## src/rtl/inv_mix_cols_seq.sv

```systemverilog
// Sequenced KLEIN inverse MixColumns: a shared group of LANES row units walks the
// eight output bytes of a two-column state, LANES bytes per cycle.
module inv_mix_cols_seq #(
    parameter int unsigned LANES = 1
) (
    input  logic        clk,
    input  logic        rst_n,
    input  logic        in_valid,
    output logic        in_ready,
    input  logic [63:0] in_data,
    input  logic        flush,
    output logic        out_valid,
    input  logic        out_ready,
    output logic [63:0] out_data,
    output logic        busy
);

    typedef enum logic [1:0] {StIdle, StRun, StDone} state_e;

    if (!(LANES == 1 || LANES == 2 || LANES == 4 || LANES == 8)) begin : g_bad_lanes
        $error("inv_mix_cols_seq: LANES must be 1, 2, 4 or 8");
    end

    function automatic logic [7:0] xtime(input logic [7:0] b);
        return {b[6:0], 1'b0} ^ (b[7] ? 8'h1b : 8'h00);
    endfunction

    function automatic logic [7:0] mul_0e(input logic [7:0] a);
        logic [7:0] x2, x4, x8;
        x2 = xtime(a);
        x4 = xtime(x2);
        x8 = xtime(x4);
        return x8 ^ x4 ^ x2;
    endfunction

    function automatic logic [7:0] mul_0b(input logic [7:0] a);
        logic [7:0] x2, x8;
        x2 = xtime(a);
        x8 = xtime(xtime(x2));
        return x8 ^ x2 ^ a;
    endfunction

    function automatic logic [7:0] mul_0d(input logic [7:0] a);
        logic [7:0] x4, x8;
        x4 = xtime(xtime(a));
        x8 = xtime(x4);
        return x8 ^ x4 ^ a;
    endfunction

    function automatic logic [7:0] mul_09(input logic [7:0] a);
        return xtime(xtime(xtime(a))) ^ a;
    endfunction

    state_e     state_q, state_d;
    logic [2:0] cnt_q, cnt_d;
    logic       init_q;
    logic [7:0] st_q  [8];
    logic [7:0] st_d  [8];
    logic [7:0] res_q [8];
    logic [7:0] res_d [8];

    logic [2:0] lane_k   [LANES];
    logic [7:0] lane_val [LANES];
    logic       last_group;

    // Each lane rotates its column's operands into the fixed 0e/0b/0d/09 multipliers.
    for (genvar j = 0; j < LANES; j++) begin : g_lane
        logic       c;
        logic [1:0] r;
        assign lane_k[j]   = cnt_q + 3'(j);
        assign c           = lane_k[j][2];
        assign r           = lane_k[j][1:0];
        assign lane_val[j] = mul_0e(st_q[{c, r}])
                           ^ mul_0b(st_q[{c, r + 2'd1}])
                           ^ mul_0d(st_q[{c, r + 2'd2}])
                           ^ mul_09(st_q[{c, r + 2'd3}]);
    end

    assign last_group = ({1'b0, cnt_q} + 4'(LANES)) == 4'd8;

    always_comb begin
        state_d   = state_q;
        cnt_d     = cnt_q;
        st_d      = st_q;
        res_d     = res_q;
        in_ready  = init_q && (state_q == StIdle);
        out_valid = (state_q == StDone);
        busy      = (state_q != StIdle);
        if (flush) begin
            state_d = StIdle;
            cnt_d   = '0;
        end else begin
            unique case (state_q)
                StIdle: begin
                    if (in_valid && in_ready) begin
                        for (int b = 0; b < 8; b++) st_d[b] = in_data[63-8*b -: 8];
                        cnt_d   = '0;
                        state_d = StRun;
                    end
                end
                StRun: begin
                    for (int unsigned j = 0; j < LANES; j++) res_d[lane_k[j]] = lane_val[j];
                    cnt_d = cnt_q + 3'(LANES);
                    if (last_group) state_d = StDone;
                end
                StDone: begin
                    if (out_ready) state_d = StIdle;
                end
                default: state_d = StIdle;
            endcase
        end
    end

    always_comb begin
        out_data = '0;
        for (int b = 0; b < 8; b++) out_data[63-8*b -: 8] = res_q[b];
    end

    always_ff @(posedge clk or negedge rst_n) begin
        if (!rst_n) begin
            state_q <= StIdle;
            cnt_q   <= '0;
            init_q  <= 1'b0;
            for (int b = 0; b < 8; b++) begin
                st_q[b]  <= '0;
                res_q[b] <= '0;
            end
        end else begin
            state_q <= state_d;
            cnt_q   <= cnt_d;
            init_q  <= 1'b1;
            st_q    <= st_d;
            res_q   <= res_d;
        end
    end

endmodule

```

## config.mk

```make
export PLATFORM = sky130hd
export DESIGN_NAME = inv_mix_cols_seq
export DESIGN_NICKNAME = d
export VERILOG_FILES = /design/src/rtl/inv_mix_cols_seq.sv
export SDC_FILE = /design/constraint.sdc
export NUM_CORES = 1
export LEC_CHECK = 0
export BUFFER_PORTS_ARGS = -buffer_cell sky130_fd_sc_hd__buf_2
export CORE_UTILIZATION = 56
export DETAILED_ROUTE_END_ITERATION = 10
export PLACE_DENSITY = 0.8
export SLEW_MARGIN = 20
export SYNTH_ARGS = -nofsm -noshare
export SYNTH_HDL_FRONTEND = slang
export SYNTH_SLANG_ARGS = --single-unit
```

## constraint.sdc

```tcl
create_clock -name clk -period 4 [get_ports clk]
set_clock_uncertainty 0.05 [all_clocks]
set_input_delay 0.2 -clock clk [delete_from_list [all_inputs] [get_ports clk]]
set_output_delay 0.2 -clock clk [all_outputs]
set_load 0.01 [all_outputs]
```

* After elaboration in Yosys (flattened, before gate mapping)
Index checks and enable logic that the tools add are counted. W data, S select, Z words.
Cells by class: order comparisons 5, div/mod/pow operators 0, mux-type cells 35, bitwise logic cells 27, multipliers 0, $add $sub $neg 5, equality and inequality tests 6, reductions and logical operators 10, shifts and indexed selects 0
Operator list (number):
- $bmux W8 S3 | 4
- $xor A8 B5 Y8 | 12
- $xor A8 B8 Y8 | 10
- $mux W8 | 9
- $bwmux W64 | 1
- $mux W5 | 12
- $demux W8 S3 | 1
- $ge A4 B4 Y1 const B | 4
- $not A3 Y4 | 4
- $mux W2 | 4
- $mux W3 | 2
- $ne A3 B2 Y1 const B | 2
- $pmux W2 S3 | 1
- $pmux W3 S2 | 1
- $reduce_and A3 Y1 | 2
- $add A2 B2 Y2 const B | 2
- $add A3 B1 Y4 const B | 1
- $eq A4 B4 Y1 const B | 1
- $lt A4 B1 Y1 const B | 1
- $reduce_and A2 Y1 | 2
- $add A3 B1 Y3 const B | 1
- $logic_and A1 B1 Y1 | 3
- $ne A3 B3 Y1 const B | 1
- $reduce_bool A3 Y1 | 1
- other kinds (6) | 6
Storage, ports and cells: bits of input ports 69, memories 0, bits in latches 0, RAM bits 0, register bits 134, ROM bits 0

* Depth between registers and ports, before layout
word-level depth 17, mapped depth 11

* Worst setup path before layout
Ideal clock, no wire load.
path kind register -> register, from reg cnt_q[0], to reg res_q, in the netlist out_data[12], setup slack 0.703 ns, required time 3.825 ns, setup time 0.125 ns, data arrival time 3.122 ns, stages on the path, launching flop included 10, buffers on the path 1, cell sequence dfrtp_1 > ha_1 > buf_4 > mux4_1 > mux2i_1 > xnor3_1 > xnor2_1 > xnor3_2 > xnor2_4 > mux2_2
Between the ends: longest elaborated chain between the ends 15, elaborated cells on any way between the ends 58, classes of those cells add/sub (3); order compare (2); mux (26); bitwise (26); reduce/logical (1)
Ends and longest elaborated chain:
- from (decl) | line 55 | logic [2:0] cnt_q, cnt_d;
- from (signal assigned) | line 130 | cnt_q <= cnt_d;
- $add A2 B1 Y2 | line 74 | ^ mul_0b(st_q[{c, r + 2'd1}])
- $not A3 Y4 (not written as such) | line 74
- $bmux W8 S3 | line 74
- $mux W8 (not written as such) (2 in series) | line 74
- $xor A8 B5 Y8 | line 25 | return {b[6:0], 1'b0} ^ (b[7] ? 8'h1b : 8'h00);
- $mux W5 or $xor A8 B5 Y8 (tied branches) | line 25
- $xor A8 B5 Y8 or $mux W5 (tied branches) | line 25
- $xor A8 B5 Y8 | line 25
- $xor A8 B8 Y8 (2 in series) | line 40 | return x8 ^ x2 ^ a;
- $xor A8 B8 Y8 | line 74
- $xor A8 B8 Y8 | line 75 | ^ mul_0d(st_q[{c, r + 2'd2}])
- $xor A8 B8 Y8 | line 76 | ^ mul_09(st_q[{c, r + 2'd3}]);
- $bwmux W64 * | line 102 | for (int unsigned j = 0; j < LANES; j++) res_d[lane_k[j]] = lane_val[j];
- to (signal assigned) | line 133 | res_q <= res_d;
- to (decl) | line 59 | logic [7:0] res_q [8];
Every way passes the cells marked *; elsewhere a longest branch is shown, timed or not. The select of a mux whose other input is x is not followed. A chain may end at the register's enable or synchronous reset.

* Worst setup path after layout
from reg cnt_q[0], to reg res_q, in the netlist out_data[11]
Between the ends: longest elaborated chain between the ends 15, elaborated cells on any way between the ends 57, classes of those cells add/sub (3); order compare (2); mux (25); bitwise (26); reduce/logical (1)
Ends and longest elaborated chain (line):
- $add A2 B1 Y2 | 74
- $not A3 Y4 (not written as such) | 74
- $bmux W8 S3 | 74
- $mux W8 (not written as such) (2 in series) | 74
- $mux W5 or $xor A8 B5 Y8 (tied branches) | 25
- $xor A8 B5 Y8 | 25
- $xor A8 B5 Y8 or $mux W5 (tied branches) | 25
- $xor A8 B5 Y8 | 25
- $xor A8 B8 Y8 (2 in series) | 40
- $xor A8 B8 Y8 | 74
- $xor A8 B8 Y8 | 75
- $xor A8 B8 Y8 | 76
- $bwmux W64 * | 102
Marked as above.

==> PnR_summary.wiki <==
{| class="wikitable"
! Metric !! Value
|-
| Setup TNS || 0 ns
|-
| Initial Util || 58.0%
|-
| Final Hold Slack || 0.0633 ns
|-
| Worst hold start || out_ready
|-
| Final slew viol count || 0
|-
| Syn Area/Cell || 15.2 µm²
|-
| Routability congestion estimate || 0.768
|-
| Synthesized Nets || 556
|-
| Maximum fanout count along the critical path || 28
|-
| Number of buffers and inverters on the critical path || 2
|-
| Maximum number of pins on one net before global-route repair || 72
|-
| Parity-gate share of the synthesized area counting xor and xnor cells || 10.9%
|-
| Area growth from synthesis to layout || 27.6%
|-
| Number of buffers added on ports || 135
|-
| Min cycle time layout || 3.81 ns
|-
| # H-tree levels || 4
|-
| Critical path class || flip-flop to flip-flop
|-
| Number of instances in the synthesized netlist || 486
|-
| Ys Warns || 0
|-
| Share of Yosys cell area claimed by the top area cell type || 45.4%
|-
| Wire length of the first global-routing pass || 26,100 µm
|-
| Main combinational cell family by area after synthesis || multiplexers
|-
| Initial antenna violation count || 0
|-
| Unrepaired setup endpoints after global routing || no
|-
| CP delay by family, top || XOR/XNOR gates
|-
| Remaining global-route overflow || 0
|-
| # IOs || 136
|-
| Critical path data required time || 4.26 ns
|-
| Fraction of synthesized area in multiplexers || 37.7%
|-
| Root cell of the clock tree || sky130_fd_sc_hd__clkbuf_16
|-
| Die area || 13,600 µm²
|-
| Leading cell type by number of instances after synthesis || sky130_fd_sc_hd__dfrtp_1
|-
| Chip width || 117 µm
|-
| Number of antenna repair diodes || 0
|-
| Slew of the pin with the lowest slew margin || 0.900 ns
|-
| Total iterations of the first detailed-routing run || 4
|-
| Crit-path cells || buf_4 > buf_4 > mux4_1 > xor2_1 > mux2i_1 > xnor2_1 > xor2_1 > xnor3_1 > mux2_2
|-
| Routed wire per std cell || 18.6 µm
|-
| Lkg Pwr || 4.38 nW
|-
| Vias per Instance || 5.56
|-
| Maximum clock path buffer count || 2
|-
| Y dimension of the die || 117 µm
|-
| Layout cells sized above 1 || 47.6%
|-
| Peak Freq || 0.262 GHz
|-
| Final wirelength || 16,300 µm
|-
| Final Hold Violating Endpoints || 0
|-
| Final setup violation count || 0
|-
| Resized Gates After CTS || 0
|-
| Clock buffers created by TritonCTS || 17
|-
| Headroom to the max-slew limit || 40.0%
|-
| Simple-Gate Fraction of Synth Area || 2.32%
|-
| Status || complete, no violations
|-
| Crit path largest cell delay || 0.70 ns
|-
| Clock tree from TritonCTS || built
|-
| Critical Path Start || cnt_q[0]
|-
| HPWL reported at the end of detailed placement || 10,800 µm
|-
| Synth Register Bits || 134
|-
| MaxCap Viol Count || 0
|-
| Async set-or-reset flop fraction in the synthesized netlist || 100%
|-
| Vias in the first global route || 5,037
|-
| Number of setup buffers added after CTS || 0
|-
| Type of the most critical hold path || input port to flip-flop
|-
| Fin nets || 759
|-
| Adder-cell share of the synthesized area || 0.169%
|-
| Cell Rows || 41
|-
| Power density over the cells || 711 nW/µm²
|-
| Startpoint type of the worst setup path || flip-flop
|-
| Worst path slowest cell || sky130_fd_sc_hd__mux4_1
|-
| Core box area || 12,700 µm²
|-
| Via count || 4,857
|-
| Predominant post-synthesis flop cell || sky130_fd_sc_hd__dfrtp_1
|-
| Sequential-to-total area share from yosys stat || 45.4%
|-
| Clock latency at the later pin of the worst-skew pair || 0.42 ns
|-
| Clk slew on worst S/H paths || 0.06 ns
|-
| Number of enable-type register cells in the synthesized netlist || 0
|-
| Total global routing track utilization || 26.0%
|-
| Cell types occupying the most area after synthesis || sky130_fd_sc_hd__dfrtp_1 45%, sky130_fd_sc_hd__mux2_2 18%, sky130_fd_sc_hd__mux4_2 7.6%, sky130_fd_sc_hd__mux4_1 7.1%, sky130_fd_sc_hd__xnor2_1 4.3%
|-
| Area of the mapped netlist || 7380 µm²
|-
| Synth Area in Compound Gates || 1.14%
|-
| Origin of the critical flop-to-flop path || cnt_q[0]
|-
| ANT nets after route || 0
|-
| Largest voltage drop on the vdd net || 785 µV
|-
| Fin crit share || 95.4%
|-
| Number of distinct library cells after synthesis || 39
|-
| Num Clock Sinks || 134
|-
| Critical path data arrival time || 4.07 ns
|-
| Cell taking the most area after synthesis || sky130_fd_sc_hd__dfrtp_1
|-
| Initial drt markers || 187
|-
| Commonest cells in the netlist || 134 x sky130_fd_sc_hd__dfrtp_1, 120 x sky130_fd_sc_hd__mux2_2, 36 x sky130_fd_sc_hd__xnor2_1, 27 x sky130_fd_sc_hd__mux2i_1, 25 x sky130_fd_sc_hd__mux4_2
|-
| Count of hold-fix buffers inserted at cts || 66
|-
| Number of remaining DRC errors || 0
|-
| Crit. End Element || flip-flop
|}
==> cell families after synthesis <==
family / after synthesis
AOI/OAI and AO/OA: 15
other: 1
DFF: 134
buffers and inverters: 28
adders and majority gates: 1
xor gates and xnor gates: 73
muxes: 196
and+or+nand+nor: 38
==> layout make-up <==
cell class | instances | area (µm²)
inverters | 2 | 7.51
flip-flops and latches | 134 | 3360
clock buffers | 19 | 453
fillers | 829 | 3300
well taps | 172 | 215
repair buffers | 210 | 1410
clock inverters | 13 | 121
multi-input cells | 324 | 3860
==> report_power, final <==
part	leakage (nW)	internal, mW	total [mW]	switching [mW]
clock network	0.269	0.892	1.49	0.597
logic	2.40	1.58	3.36	1.78
registers	1.71	1.61	1.85	0.233
==> registers in the layout, indices dropped and copies added (netlist names) <==
register / count
out_data: 64
st_q: 64
cnt_q: 3
state_q: 2
init_q: 1
==> path summary, 6_finish.rpt <==
kind                            slack (ns)           end  cells past startpoint
worst min register to register        0.43  out_data[38]                      2
worst max register to register        0.19  out_data[11]                      9
worst max-delay path                  0.19  out_data[11]                      9
max in group asynchronous             2.52      st_q[37]                      3
worst min-delay path                  0.06    state_q[1]                      4
min in group asynchronous             0.40        init_q                      2
==> through the flow <==
step | utilization [%] | setup WS [ns] | std cells | total power [mW] | area [µm²]
global placement | 64.4 | 0.352 | 776 | 5.00 | 8190
finish | 74.1 | 0.185 | 874 | 6.70 | 9420
global route | 74.1 | 0.0280 | 874 | 7.09 | 9420
detailed placement | 64.4 | 0.217 | 776 | 5.15 | 8190
CTS | 74.1 | 0.173 | 874 | 6.74 | 9420
floorplan | - | 0.703 | 486 | 4.28 | 7380
==> worst reg2reg max path, cell delays in order, from the launching register on <==
cell and delay [ns]:
sky130_fd_sc_hd__dfrtp_2 0.35, sky130_fd_sc_hd__buf_4 0.33, sky130_fd_sc_hd__buf_4 0.45, sky130_fd_sc_hd__mux4_1 0.71, sky130_fd_sc_hd__xor2_1 0.18, sky130_fd_sc_hd__mux2i_1 0.22
sky130_fd_sc_hd__xnor2_1 0.22, sky130_fd_sc_hd__xor2_1 0.33, sky130_fd_sc_hd__xnor3_1 0.53, sky130_fd_sc_hd__mux2_2 0.33
==> layer usage <==
metal	part of all wire [%]	wire, µm	vias to the layer above	global-route usage (%)
met5	0	0	-	0
met4	0.82	133	0	7.43
met3	4.5	736	15	6.28
met2	53	8570	150	46.0
met1	42	6830	2475	31.9
li1	-	-	2217	-
==> placed cells by master, fill, tap and decap left out, types with 2 or more instances in the layout <==
cell type                       instances
sky130_fd_sc_hd__nor2b_1                3
sky130_fd_sc_hd__dlygate4sd3_1         66
sky130_fd_sc_hd__clkbuf_16             17
sky130_fd_sc_hd__clkinv_2               2
sky130_fd_sc_hd__dfrtp_2                2
sky130_fd_sc_hd__xnor3_2                2
sky130_fd_sc_hd__clkinvlp_4             5
sky130_fd_sc_hd__buf_4                 10
sky130_fd_sc_hd__nand2_1               16
sky130_fd_sc_hd__nand4_1                2
sky130_fd_sc_hd__inv_6                  4
sky130_fd_sc_hd__buf_2                134
sky130_fd_sc_hd__xnor2_2                2
sky130_fd_sc_hd__mux2i_4                2
sky130_fd_sc_hd__dfrtp_1              132
sky130_fd_sc_hd__inv_1                  2
sky130_fd_sc_hd__xnor2_1               36
sky130_fd_sc_hd__xnor3_1                6
sky130_fd_sc_hd__mux2_2               120
sky130_fd_sc_hd__mux4_1                20
sky130_fd_sc_hd__nand3_1                4
sky130_fd_sc_hd__nor2_1                 9
sky130_fd_sc_hd__xor2_1                24
sky130_fd_sc_hd__clkbuf_8               2
sky130_fd_sc_hd__mux4_2                25
sky130_fd_sc_hd__mux2i_1               27
sky130_fd_sc_hd__o21ai_0               11
(Power assumes the default switching activity.)
